===== src/rtl/instruction_fetch.sv =====
// RV64 fetch front end: owns the PC, issues single-outstanding word fetches, holds one instruction for decode.
// Latency: request in REQ, response no earlier than next cycle, instruction visible the cycle after the response.
// Backpressure: stall holds the slot and blocks new requests; a pending response is always accepted.
module instruction_fetch #(
    parameter int                     ADDRSIZE  = 64,
    parameter int                     INSTRSIZE = 32,
    parameter logic [ADDRSIZE-1:0]    RESET_PC  = '0
) (
    input  logic                      clk,
    input  logic                      reset,
    output logic                      imem_req_valid,
    input  logic                      imem_req_ready,
    output logic [ADDRSIZE-1:0]       imem_req_addr,
    input  logic                      imem_resp_valid,
    input  logic [INSTRSIZE-1:0]      imem_resp_data,
    input  logic                      stall,
    input  logic                      branch_taken,
    input  logic [ADDRSIZE-1:0]       branch_pc,
    input  logic [ADDRSIZE-1:0]       branch_imm,
    output logic                      instr_valid,
    output logic [INSTRSIZE-1:0]      instruction,
    output logic [ADDRSIZE-1:0]       instr_pc,
    output logic                      fetch_misaligned
);

    typedef enum logic [1:0] {
        S_REQ     = 2'd0,
        S_WAIT    = 2'd1,
        S_DISCARD = 2'd2
    } state_t;

    state_t                 state_q, state_d;
    logic [ADDRSIZE-1:0]    pc_q, pc_d;
    logic                   instr_valid_q, instr_valid_d;
    logic [INSTRSIZE-1:0]   instruction_q, instruction_d;
    logic [ADDRSIZE-1:0]    instr_pc_q, instr_pc_d;
    logic                   misaligned_q, misaligned_d;

    logic                   slot_free;
    logic                   req_fire;
    logic [ADDRSIZE-1:0]    target;

    assign slot_free = !instr_valid_q || !stall;
    assign req_fire  = imem_req_valid && imem_req_ready;
    assign target    = branch_pc + branch_imm;

    // State register
    always_ff @(posedge clk) begin
        if (reset) begin
            state_q <= S_REQ;
        end else begin
            state_q <= state_d;
        end
    end

    // Next-state logic
    always_comb begin
        state_d = state_q;
        case (state_q)
            S_REQ: begin
                if (req_fire) begin
                    state_d = S_WAIT;
                end
            end
            S_WAIT: begin
                if (imem_resp_valid) begin
                    state_d = S_REQ;
                end else if (branch_taken) begin
                    state_d = S_DISCARD;
                end
            end
            S_DISCARD: begin
                // The stale response is dropped whether or not a new redirect arrives with it.
                if (imem_resp_valid) begin
                    state_d = S_REQ;
                end
            end
            default: state_d = S_REQ;
        endcase
    end

    // Output logic
    always_comb begin
        imem_req_valid = !reset && (state_q == S_REQ) && slot_free && !branch_taken;
        imem_req_addr  = pc_q;
    end

    // Datapath next state: redirect wins over stall and any same-cycle response
    always_comb begin
        pc_d          = pc_q;
        instr_valid_d = instr_valid_q && stall;
        instruction_d = instruction_q;
        instr_pc_d    = instr_pc_q;
        misaligned_d  = 1'b0;
        if (branch_taken) begin
            pc_d          = {target[ADDRSIZE-1:2], 2'b00};
            misaligned_d  = |target[1:0];
            instr_valid_d = 1'b0;
        end else if ((state_q == S_WAIT) && imem_resp_valid) begin
            instruction_d = imem_resp_data;
            instr_pc_d    = pc_q;
            instr_valid_d = 1'b1;
            pc_d          = pc_q + ADDRSIZE'(4);
        end
    end

    always_ff @(posedge clk) begin
        if (reset) begin
            pc_q          <= RESET_PC;
            instr_valid_q <= 1'b0;
            instruction_q <= '0;
            instr_pc_q    <= '0;
            misaligned_q  <= 1'b0;
        end else begin
            pc_q          <= pc_d;
            instr_valid_q <= instr_valid_d;
            instruction_q <= instruction_d;
            instr_pc_q    <= instr_pc_d;
            misaligned_q  <= misaligned_d;
        end
    end

    assign instr_valid      = instr_valid_q;
    assign instruction      = instruction_q;
    assign instr_pc         = instr_pc_q;
    assign fetch_misaligned = misaligned_q;

endmodule


===== config.mk =====
export PLATFORM = sky130hd
export DESIGN_NAME = instruction_fetch
export DESIGN_NICKNAME = d
export VERILOG_FILES = /design/src/rtl/instruction_fetch.sv
export SDC_FILE = /design/constraint.sdc
export NUM_CORES = 1
export LEC_CHECK = 0
export BUFFER_PORTS_ARGS = -buffer_cell sky130_fd_sc_hd__buf_2
export CAP_MARGIN = 30
export CORE_MARGIN = 2
export CORE_UTILIZATION = 50
export CTS_CLUSTER_DIAMETER = 30
export CTS_CLUSTER_SIZE = 10
export DETAILED_ROUTE_END_ITERATION = 10
export HOLD_SLACK_MARGIN = 0.02
export PLACE_DENSITY = 0.78
export SLEW_MARGIN = 20
export SYNTH_ARGS = -nofsm -noshare
export SYNTH_HDL_FRONTEND = slang
export SYNTH_SLANG_ARGS = --single-unit

===== constraint.sdc =====
create_clock -name clk -period 8.8 [get_ports clk]
set_clock_uncertainty 0.05 [all_clocks]
set_input_delay 0.44 -clock clk [delete_from_list [all_inputs] [get_ports clk]]
set_output_delay 0.44 -clock clk [all_outputs]
set_load 0.02 [all_outputs]

==> qor.tcl <==
set qor(timing.critical_path.mode_cell) {sky130_fd_sc_hd__a211oi_1}
set qor(synthFlopType) {sky130_fd_sc_hd__dfxtp_1}
set qor(synthDistinctLibCells) 75
set qor(yosysSeqAreaShare_pct) 30.60
set qor(sequentialPowerShare_pct) 39.3
set qor(power.net_switching_uw) 714.0
set qor(synthAdderAreaFrac_pct) 7.842
set qor(syn-mean-instance-area_um2) 7.530
set qor(cp_slowest_cell) {sky130_fd_sc_hd__a21boi_0}
set qor(clock_sinks) 160
set qor(maxCapViolations) 0
set qor(post_cts_hold_fix_bufs) 0
set qor(clk_pin_slew_worst_paths_ns) 0.06
set qor(mostFrequentLayoutCells) {sky130_fd_sc_hd__buf_2 (323), sky130_fd_sc_hd__nand2_1 (280), sky130_fd_sc_hd__a21oi_1 (169)}
set qor(horizontal_die_dimension_um) 148.7
set qor(cts_inserted_buffers) 17
set qor(syn_inst) 1390
set qor(rrSetupSlack_ns) 5.65
set qor(internal_power_mw) 1.362
set qor(drive_gt1_share_pct) 23.20
set qor(timing.final.max_slew_violations) 0
set qor(fin_nets) 1887
set qor(standard_cell_core_area_um2) 20360
set qor(cp_cell_sequence) {buf_2 > ha_1 > a211oi_1 > o211a_1 > o21ai_0 > a211oi_1 > o21a_1 > a21oi_2 > a21boi_0 > or4_1 > o2111ai_1}
set qor(vdd.ir_drop.worst_mv) 0.1383
set qor(slew_headroom_pct) 37.97
set qor(synth_seq_cells) 160
set qor(period_share_pct) 36.51
set qor(crit_fanout) 5
set qor(synthDominantCellAreaShare_pct) 30.60
set qor(place.detailed.hpwl_um) 26220
set qor(sequential_cell_area_um2) 3203
set qor(cp-start-kind) {primary input}
set qor(die_h_um) 148.7
set qor(most_common_cell_after_layout_fill_and_taps_aside) {sky130_fd_sc_hd__buf_2}
set qor(combinationalPowerShare_pct) 26.4
set qor(outcome) {complete, no violations}
set qor(syn_area_um2) 10470
set qor(type_of_the_worst_min_delay_path) {primary input to flip-flop}
set qor(cts_htree_levels) 4
set qor(start_util_pct) 51.39
set qor(placed_cells_incl_taps) 1905
set qor(fmax_mhz) 311.3
set qor(pin_count_of_the_biggest_net_entering_global_routing) 95
set qor(top_area_cells_in_the_synthesized_netlist) {sky130_fd_sc_hd__dfxtp_1 (31%), sky130_fd_sc_hd__nand2_1 (10%), sky130_fd_sc_hd__a21oi_1 (8.1%)}
set qor(wl_um) 33930
set qor(dr.first_iter.drc_count) 781
set qor(total_of_fill_cells_in_the_finished_design) 1847
set qor(detail-route-antenna-nets) 0
set qor(final_period_minus_worst_setup_slack_ns) 3.213
set qor(synth_top_family_by_area) {compound AO/OA/AOI/OAI gates}
set qor(critical-path-max-stage-delay_ns) 0.59
set qor(kind_of_critical_path) {primary input to flip-flop}
set qor(cts.repair_timing.setup_buffer_count) 0
set qor(area_growth_syn_to_layout_pct) 21.78
set qor(critPathBufInv) 1
set qor(fin_util_pct) 62.59
set qor(wl_per_cell_um) 17.51
set qor(grtUsageTotal_pct) 29.81
set qor(synth-edff-count) 0
set qor(final_cell_count_no_fill) 1938
set qor(synth_compound_gate_area_share_pct) 24.20
set qor(insertion_delay_ns) 0.42
set qor(cts_resized) 0
set qor(async_flop_share_pct) 0
set qor(ios) 329
set qor(synth.area.mux_share_pct) 0.09564
set qor(rows) 52
set qor(timing.final.hold_violations) 0
set qor(vias_in_the_first_global_route) 10170
set qor(final-setup-viol-count) 0
set qor(die_area_um2) 22110
set qor(critPathRequiredTime_ns) 9.03
set qor(xor_xnor_share_of_the_synthesized_area_pct) 9.205
set qor(antenna_found_initial) 0
set qor(vias) 11110
set qor(powerDensity_nw_per_um2) 162.9
set qor(yosys.area.top_type) {sky130_fd_sc_hd__dfxtp_1}
set qor(p_leak_nw) 5.585
set qor(holdWs_ns) 0.1828
set qor(vias_per_std_cell) 5.734
set qor(critical_path.top_delay_family) {compound AO/OA/AOI/OAI gates}
set qor(clock_path_buffers) 2
set qor(sw_frac_of_total_pct) 34.39
set qor(port_buffers) 324
set qor(synth-warning-count) 0
set qor(multi_input_area_um2) 6848
set qor(globalRouteOverflowTotal) 0
set qor(dr.pass1.iters) 5
set qor(crit_path_arrival_time_ns) 3.45
set qor(tns_ns) 0
set qor(tritoncts) {built}
set qor(synth_simple_gate_area_share_pct) 23.80
set qor(grt_setup_unrepaired) {no}
set qor(worst_slew_pin_slew_ns) 0.9305
set qor(power_mw) 2.076
set qor(globalplace.congestion) 0.9463
set qor(grt_pass1_wl_um) 53120
set qor(critPathCaptureType) {flip-flop}
set qor(p_clk_share_pct) 34.3
set qor(drc_errors) 0
set qor(cts-root-buf) {sky130_fd_sc_hd__clkbuf_16}
set qor(diodes) 0
-- registers in the layout, indices dropped and copies added (netlist names) --
name              count
instr_pc             62
instruction          32
fetch_misaligned      1
instr_valid           1
state_q               2
imem_req_addr        62
-- cell type report --
cell class | count | share of cell area, %
timing repair buffer | 329 | 13.29
sequential | 160 | 25.13
clock inverter | 14 | 1.158
clock buffer | 17 | 3.338
tap | 270 | 2.650
multi-input combinational | 1124 | 53.73
inverter | 24 | 0.7068
-- synthesized netlist by cell type, types with 18 or more instances --
library cell / number
sky130_fd_sc_hd__nand3_1: 38
sky130_fd_sc_hd__and3_1: 18
sky130_fd_sc_hd__dfxtp_1: 160
sky130_fd_sc_hd__o21ai_0: 45
sky130_fd_sc_hd__xor2_1: 38
sky130_fd_sc_hd__a211oi_1: 48
sky130_fd_sc_hd__ha_1: 64
sky130_fd_sc_hd__a21o_1: 35
sky130_fd_sc_hd__a21oi_1: 169
sky130_fd_sc_hd__nor3_1: 18
sky130_fd_sc_hd__clkbuf_1: 66
sky130_fd_sc_hd__xnor2_1: 72
sky130_fd_sc_hd__nand4_1: 36
sky130_fd_sc_hd__nand2_1: 281
sky130_fd_sc_hd__inv_1: 23
sky130_fd_sc_hd__nor2_1: 97
-- layer usage --
metal | vias up | share of wire [%] | GRT usage (%)
met1 | 5076 | 45 | 41.24
met3 | 62 | 8.5 | 6.779
li1 | 5468 | - | -
met5 | - | 0 | 0
met2 | 507 | 44 | 45.93
met4 | 0 | 2.6 | 10.10
-- power groups by stage --
stage | clock (mW) | sequential (mW) | combinational, mW
after global routing | 0.750 | 0.819 | 0.596
final | 0.712 | 0.816 | 0.548
after detailed placement | 0 | 0.830 | 0.534
after floorplan | 0 | 0.851 | 0.323
after global placement | 0 | 0.829 | 0.531
after CTS | 0.722 | 0.814 | 0.537
-- through the flow --
stage,worst slack [ns],instance area [um^2]
2_1_floorplan,5.688,10480
3_3_place_gp,5.288,12130
3_5_place_dp,5.218,12130
4_1_cts,5.653,12700
5_1_grt,5.374,12750
6_report,5.587,12750
-- path summary, 6_finish.rpt --
kind,startpoint,endpoint,cells past startpoint
max,branch_pc[1],imem_req_addr[61]$_SDFFE_PP0P_,11
min,imem_resp_valid,state_q[1]$_SDFFE_PP0P_,2
max reg2reg,imem_req_addr[4]$_SDFFE_PP0P_,imem_req_addr[51]$_SDFFE_PP0P_,8
min reg2reg,instr_pc[41]$_SDFFE_PP0P_,instr_pc[41]$_SDFFE_PP0P_,2
-- kinds of logic (layout without fill, tap and decap cells) --
logic type / Yosys count / count (layout)
adder cells (fa/ha/maj): 65 / 65
AO/OA/AOI/OAI: 399 / 399
XOR/XNOR: 110 / 110
buffers and inverters: 109 / 384
other: 1 / 4
AND/OR/NAND/NOR: 545 / 545
flip-flops: 160 / 160
multiplexers: 1 / 1
-- worst register-to-register path, stage by stage, from the launching register on --
cell and delay (ns):
sky130_fd_sc_hd__dfxtp_1 0.48, sky130_fd_sc_hd__and4_1 0.32, sky130_fd_sc_hd__nand4_2 0.24, sky130_fd_sc_hd__nor4_4 0.57
sky130_fd_sc_hd__nand2_1 0.28, sky130_fd_sc_hd__nor3_2 0.52, sky130_fd_sc_hd__nor3b_1 0.31, sky130_fd_sc_hd__xnor2_1 0.15
sky130_fd_sc_hd__o22ai_1 0.09
No activity file was read; power rests on OpenSTA's default activity.
